**config.mk**
```make
export PLATFORM = sky130hd
export DESIGN_NAME = stopwatch_time_counter
export DESIGN_NICKNAME = d
export VERILOG_FILES = /design/src/rtl/stopwatch_time_counter.sv
export SDC_FILE = /design/constraint.sdc
export NUM_CORES = 1
export LEC_CHECK = 0
export BUFFER_PORTS_ARGS = -buffer_cell sky130_fd_sc_hd__buf_4
export CAP_MARGIN = 15
export CORE_MARGIN = 5
export CORE_UTILIZATION = 45
export CTS_CLUSTER_SIZE = 30
export DETAILED_ROUTE_END_ITERATION = 10
export PLACE_DENSITY = 0.74
export SKIP_LAST_GASP = 1
export SYNTH_ARGS = -nofsm -noshare
export SYNTH_HDL_FRONTEND = slang
export SYNTH_SLANG_ARGS = --single-unit
```
**constraint.sdc**
```tcl
create_clock -name clk_in -period 2.7 [get_ports clk_in]
set_input_delay 0.27 -clock clk_in [delete_from_list [all_inputs] [get_ports clk_in]]
set_output_delay 0.27 -clock clk_in [all_outputs]
set_load 0.02 [all_outputs]
```
**src/rtl/stopwatch_time_counter.sv**
```systemverilog
// BCD stopwatch time base (MM:SS.t), advanced by rising edges of the 10 Hz divider output.
// Optional lap-freeze feature enabled by defining LAP_HOLD_EN.
module stopwatch_time_counter #(
    parameter int unsigned SATURATE = 0
) (
    input  logic       clk_in,
    input  logic       rst,
    input  logic       tick_in,
    input  logic       start_stop,
    input  logic       clear,
    input  logic       lap,
    output logic [3:0] tenths,
    output logic [3:0] sec_ones,
    output logic [3:0] sec_tens,
    output logic [3:0] min_ones,
    output logic [3:0] min_tens,
    output logic       running,
    output logic       overflow
);
    localparam logic P_SAT = (SATURATE != 0);

    logic       r_tick_q;
    logic       r_running;
    logic       r_overflow;
    logic       r_lap_frozen;
    logic [3:0] r_t, r_so, r_st, r_mo, r_mt;
    logic [3:0] r_out_t, r_out_so, r_out_st, r_out_mo, r_out_mt;

    logic       w_rise, w_adv, w_hold;
    logic       w_c_t, w_c_so, w_c_st, w_c_mo, w_at_max;
    logic [3:0] w_nx_t, w_nx_so, w_nx_st, w_nx_mo, w_nx_mt;

    function automatic logic [3:0] f_inc(input logic [3:0] d, input logic [3:0] lim);
        return (d == lim) ? '0 : d + 4'd1;
    endfunction

    assign w_rise = tick_in & ~r_tick_q;
    assign w_adv  = w_rise & r_running;

    // Ripple carry across digits, resolved combinationally so one tick carries all the way.
    assign w_c_t    = (r_t == 4'd9);
    assign w_c_so   = w_c_t  & (r_so == 4'd9);
    assign w_c_st   = w_c_so & (r_st == 4'd5);
    assign w_c_mo   = w_c_st & (r_mo == 4'd9);
    assign w_at_max = w_c_mo & (r_mt == 4'd5);

    assign w_nx_t  = f_inc(r_t, 4'd9);
    assign w_nx_so = w_c_t  ? f_inc(r_so, 4'd9) : r_so;
    assign w_nx_st = w_c_so ? f_inc(r_st, 4'd5) : r_st;
    assign w_nx_mo = w_c_st ? f_inc(r_mo, 4'd9) : r_mo;
    assign w_nx_mt = w_c_mo ? f_inc(r_mt, 4'd5) : r_mt;

    // Display registers freeze only while a lap is held and no lap/clear pulse is arriving.
    assign w_hold = r_lap_frozen & ~lap & ~clear;

    always_ff @(posedge clk_in or posedge rst) begin
        if (rst) begin
            r_tick_q     <= 1'b0;
            r_running    <= 1'b0;
            r_overflow   <= 1'b0;
            r_lap_frozen <= 1'b0;
            {r_mt, r_mo, r_st, r_so, r_t}                     <= '0;
            {r_out_mt, r_out_mo, r_out_st, r_out_so, r_out_t} <= '0;
        end else begin
            r_tick_q <= tick_in;
            if (!w_hold)
                {r_out_mt, r_out_mo, r_out_st, r_out_so, r_out_t} <= {r_mt, r_mo, r_st, r_so, r_t};
            if (clear) begin
                {r_mt, r_mo, r_st, r_so, r_t} <= '0;
                r_running    <= 1'b0;
                r_overflow   <= 1'b0;
                r_lap_frozen <= 1'b0;
            end else begin
                if (start_stop)
                    r_running <= ~r_running;
                if (!P_SAT)
                    r_overflow <= 1'b0;
                if (w_adv) begin
                    if (w_at_max && P_SAT) begin
                        r_running  <= 1'b0;
                        r_overflow <= 1'b1;
                    end else begin
                        {r_mt, r_mo, r_st, r_so, r_t} <= {w_nx_mt, w_nx_mo, w_nx_st, w_nx_so, w_nx_t};
                        if (w_at_max)
                            r_overflow <= 1'b1;
                    end
                end
`ifdef LAP_HOLD_EN
                if (lap)
                    r_lap_frozen <= ~r_lap_frozen;
`else
                r_lap_frozen <= 1'b0;
`endif
            end
        end
    end

    assign tenths   = r_out_t;
    assign sec_ones = r_out_so;
    assign sec_tens = r_out_st;
    assign min_ones = r_out_mo;
    assign min_tens = r_out_mt;
    assign running  = r_running;
    assign overflow = r_overflow;
endmodule
```
; Word-level counts from Yosys, hierarchy flattened
; Index checks and enable logic that the tools add are counted.
[op_classes]
n_addsub = 5
eq_ne = 5
muxes = 24
bitwise_logic = 8
reduce_logical = 10
[op_table]
columns = op, n
row1 = two-way mux 4 bit, 19
row2 = "adder 4 x 1 -> 4 bit, second input constant", 5
row3 = "== test 4 bit, second input constant", 3
row4 = nonzero test 2 bit, 6
row5 = "== test 4 x 3 -> 1 bit, second input constant", 2
row6 = AND reduction 2 bit, 4
row7 = AND 1 bit, 6
row8 = two-way mux 1 bit, 5
row9 = inverter 1 bit, 2
[totals]
regBits = 43
inputBits = 6
elab_cells = 65

; Depth between registers and ports, before layout
[logic_depth]
ltp_word = 8
depth_mapped = 8

; Worst setup path before layout
; Ideal clock, no wire load.
[synth_path]
path_type = reg2reg
startpoint = register r_t[1]
endpoint = register r_mt[3]
setup_ns = 0.078
t_arrival_ns = 1.658
path_slack_ns = 0.963
path_stages_with_launch = 9
n_path_buf = 2
cell_sequence = dfrtp_1 inv_1 ha_1 and3b_1 buf_6 nand3_4 buf_6 or4_1 a21oi_1
[synth_between]
elab_chain_cells = 6
[synth_rtl]
columns = item, line
row1 = from (decl), 26  ; logic [3:0] r_t, r_so, r_st, r_mo, r_mt;
row2 = from (signal assigned), 83  ; {r_mt, r_mo, r_st, r_so, r_t} <= {w_nx_mt, w_nx_mo, w_nx_st, w_nx_so, w_nx_t};
row3 = == test 4 bit, 41  ; assign w_c_t = (r_t == 4'd9);
row4 = AND 1 bit, 42  ; assign w_c_so = w_c_t & (r_so == 4'd9);
row5 = AND 1 bit, 43  ; assign w_c_st = w_c_so & (r_st == 4'd5);
row6 = AND 1 bit, 44  ; assign w_c_mo = w_c_st & (r_mo == 4'd9);
row7 = nonzero test 2 bit (no line), --
row8 = AND reduction 2 bit (no line), --
row9 = to (signal assigned), 83
row10 = to (decl), 26
; Every way passes these cells.
; A chain may end at the register's enable or synchronous reset.

; Worst setup path in the final report
[layout_path]
startpoint = register r_t[1]
endpoint = register r_mt[1]
; The elaborated chain is that of the path after synthesis.

==> flow_metrics.py <==
metrics = {
    "outcome": {
        "status": "completed",
    },
    "timing": {
        "tns_ns": 0,
        "rsz0062_at_grt": "false",
        "fin_crit_ns": 1.97,
        "timing.final.max_slew_violations": 0,
        "skew_ns": 0.00903,
        "final.setup.worst_slack_ns": 0.730,
        "fmax_mhz": 508,
        "finalSetupViolCount": 0,
        "slew_headroom": 0.661,
        "hold_violations": 0,
        "fin_crit_sh": 0.730,
        "tightest_slew_ns": 0.508,
    },
    "clocking": {
        "cts_tree": "yes",
        "clock_latency_ns": 0.30,
        "cts_setup_buffers": 0,
        "cts.sinks": 43,
        "cts_max_path_buffers": 2,
        "numCtsBuffers": 5,
        "clk_pin_slew_ns": 0.08,
        "cts_max_level": 2,
        "cts_root_buffer": "clkbuf_8",
        "cts_resized": 0,
        "hold_buffers": 0,
    },
    "cells_and_area": {
        "drive_gt1_frac": 0.219,
        "fin_nets": 198,
        "n_antenna_cell": 0,
        "area_growth_pct": 17.9,
        "final_common_cell": "dfrtp_1",
        "final_cell_mix": "dfrtp_1, buf_4, nor2_1, a21oi_1, ha_1",
    },
    "logic_synthesis": {
        "yosysUniqueCellTypes": 32,
        "synth_area_leaders": "dfrtp_1, ha_1, a21oi_1",
        "ys_seq_area_frac": 0.591,
        "synth-seq-cells": 43,
        "synth-main-ff-cell": "dfrtp_1",
        "synth-edff-count": 0,
        "mappedNetlistArea_sq_mm": 0.00182,
        "syn_nets": 171,
        "synth.avg_cell_area_sq_um": 11.8,
        "synth_top_cell_area_share": 0.591,
        "synth_area_leader_cell": "dfrtp_1",
        "ys_async_sr_fraction": 1.00,
        "yosysWarnings": 0,
        "synthCells": 155,
    },
    "route": {
        "viasPerCell": 5.33,
        "drtPass1Iterations": 4,
        "drt_iter0_drc": 128,
        "wl_per_cell_um": 14.0,
        "wl_um": 3260,
        "ant_nets": 0,
        "drc": 0,
        "vias": 1241,
    },
    "job": {
        "cap_violations": 0,
    },
    "global_routing": {
        "grt_pass1_vias": 1292,
        "grt_first_pass_wirelength_um": 5700,
        "antenna_found_initial": 0,
        "grt_max_degree": 44,
        "overflow": 0,
        "track_usage": 0.139,
    },
    "power": {
        "p_leak_nw": 1.03,
        "p_int_mw": 0.934,
        "p_clk_frac": 0.417,
        "combPwrFrac": 0.032,
        "p_seq_frac": 0.551,
        "switching_share": 0.209,
        "p_sw_mw": 0.247,
        "worst_ir_drop_vdd_v": 0.000447,
        "power_mw": 1.18,
        "powerDensity_mw_per_mm2": 550,
    },
    "worst_setup_path": {
        "crit_start": "r_t[1]",
        "worstReg2RegEnd": "r_mt[1]",
        "rrSetupSlack_ns": 0.73,
        "cpLargestDelayFamily": "simple AND/OR/NAND/NOR gates",
        "cp-end-kind": "flop",
        "cp-endpoint": "r_mt[1]",
        "path_class": "flop to flop",
        "cp.depth": 6,
        "path_cells": "inv_1, ha_1, and3b_1, nand3_4, or4_1, a21oi_1",
        "startpoint_type": "flop",
        "critPathBufInv": 1,
        "worst_r2r_startpoint": "r_t[1]",
        "cp_max_fo": 14,
        "reg2reg_depth": 6,
        "cp.required_ns": 2.94,
        "crit_path_max_incr_delay_ns": 0.55,
        "worstPathArrival_ns": 2.21,
        "cpMaxStageDelayCell": "or4_1",
    },
    "floorplan": {
        "die_w_um": 73.6,
        "start_util": 0.459,
        "coreArea_sq_mm": 0.00397,
        "dieArea_sq_mm": 0.00542,
        "num_rows": 23,
        "die_y_um": 73.6,
        "ios": 28,
    },
    "place": {
        "gp_congestion": 0.795,
        "hpwl_um": 2270,
        "portBuffers": 26,
        "post-place-ws_ns": 0.748,
    },
    "worst_hold_path": {
        "hold_path_class": "primary input to async pin",
    },
}
worst min path at each step:
stage,from,endpoint,slack (ns),depth (start not counted)
finish,rst,r_mt[3],0.09,3
global route,tick_in,r_tick_q,0.08,1
CTS,tick_in,r_tick_q,0.08,1
detailed placement,tick_in,r_tick_q,0.40,1
global placement,tick_in,r_tick_q,0.39,1
floorplan,tick_in,r_tick_q,0.30,0
area by class of cell:
type,count,area [sq um]
clock buffers,5,68.8
clock inverters,3,43.8
fillers,352,1820
inverters,7,26.3
multi-input cells,98,668
flip-flops and latches,43,1080
well taps,50,62.6
repair buffers,27,203
cells in the mapped netlist, types with 2 or more instances:
cell       n
or4_1      4
dfrtp_1   43
a311oi_1   2
ha_1      10
mux2i_1    4
nand2_1    5
nand3_1    6
a21oi_1   15
nor3_1     4
buf_2      2
nor2_1    18
and3b_1    5
o21ai_0    5
buf_6      3
nand3b_1   4
clkbuf_1   2
inv_1      7
nor4_1     2
tightest hold or removal path, stage by stage:
cell and delay [ns]:
buf_4 0.10, inv_1 0.04, buf_4 0.43
kinds of logic after synthesis:
group                      synth area share
and+or+nand+nor                       0.178
DFF                                   0.591
AOI/OAI and AO/OA                    0.0934
buffers and inverters                0.0426
adders and majority gates            0.0687
muxes                                0.0220
xor gates and xnor gates            0.00481
routing by layer:
metal / up-vias / global-route usage / share of wire
met5: - / 0 / 0
met4: 0 / 0.0563 / 0.017
met3: 5 / 0.0520 / 0.052
met2: 24 / 0.236 / 0.52
met1: 610 / 0.156 / 0.41
li1: 602 / - / -
registers in the layout, summed over array words and instances (netlist names), 4 cells and up:
name and flops:
tenths 4, min_ones 4, r_mo 4, sec_ones 4, r_t 4, min_tens 4
r_st 4, r_so 4, sec_tens 4, r_mt 4
power by group through the flow:
| stage | registers (mW) | logic, mW | clock network [mW] |
|---|---|---|---|
| 5_1_grt | 0.652 | 0.0438 | 0.526 |
| 4_1_cts | 0.651 | 0.0391 | 0.505 |
| 3_5_place_dp | 0.663 | 0.0391 | 0 |
| 3_3_place_gp | 0.663 | 0.0380 | 0 |
| 6_report | 0.651 | 0.0377 | 0.493 |
| 2_1_floorplan | 0.666 | 0.0217 | 0 |
through the flow:
step / cell area, sq um / utilization / instances / hold WS, ns
floorplan: 1820 / - / 155 / 0.301
global placement: 2040 / 0.513 / 225 / 0.394
detailed placement: 2040 / 0.513 / 225 / 0.400
CTS: 2150 / 0.541 / 233 / 0.0832
global route: 2150 / 0.541 / 233 / 0.0775
finish: 2150 / 0.541 / 233 / 0.0918
(Power assumes the default switching activity.)
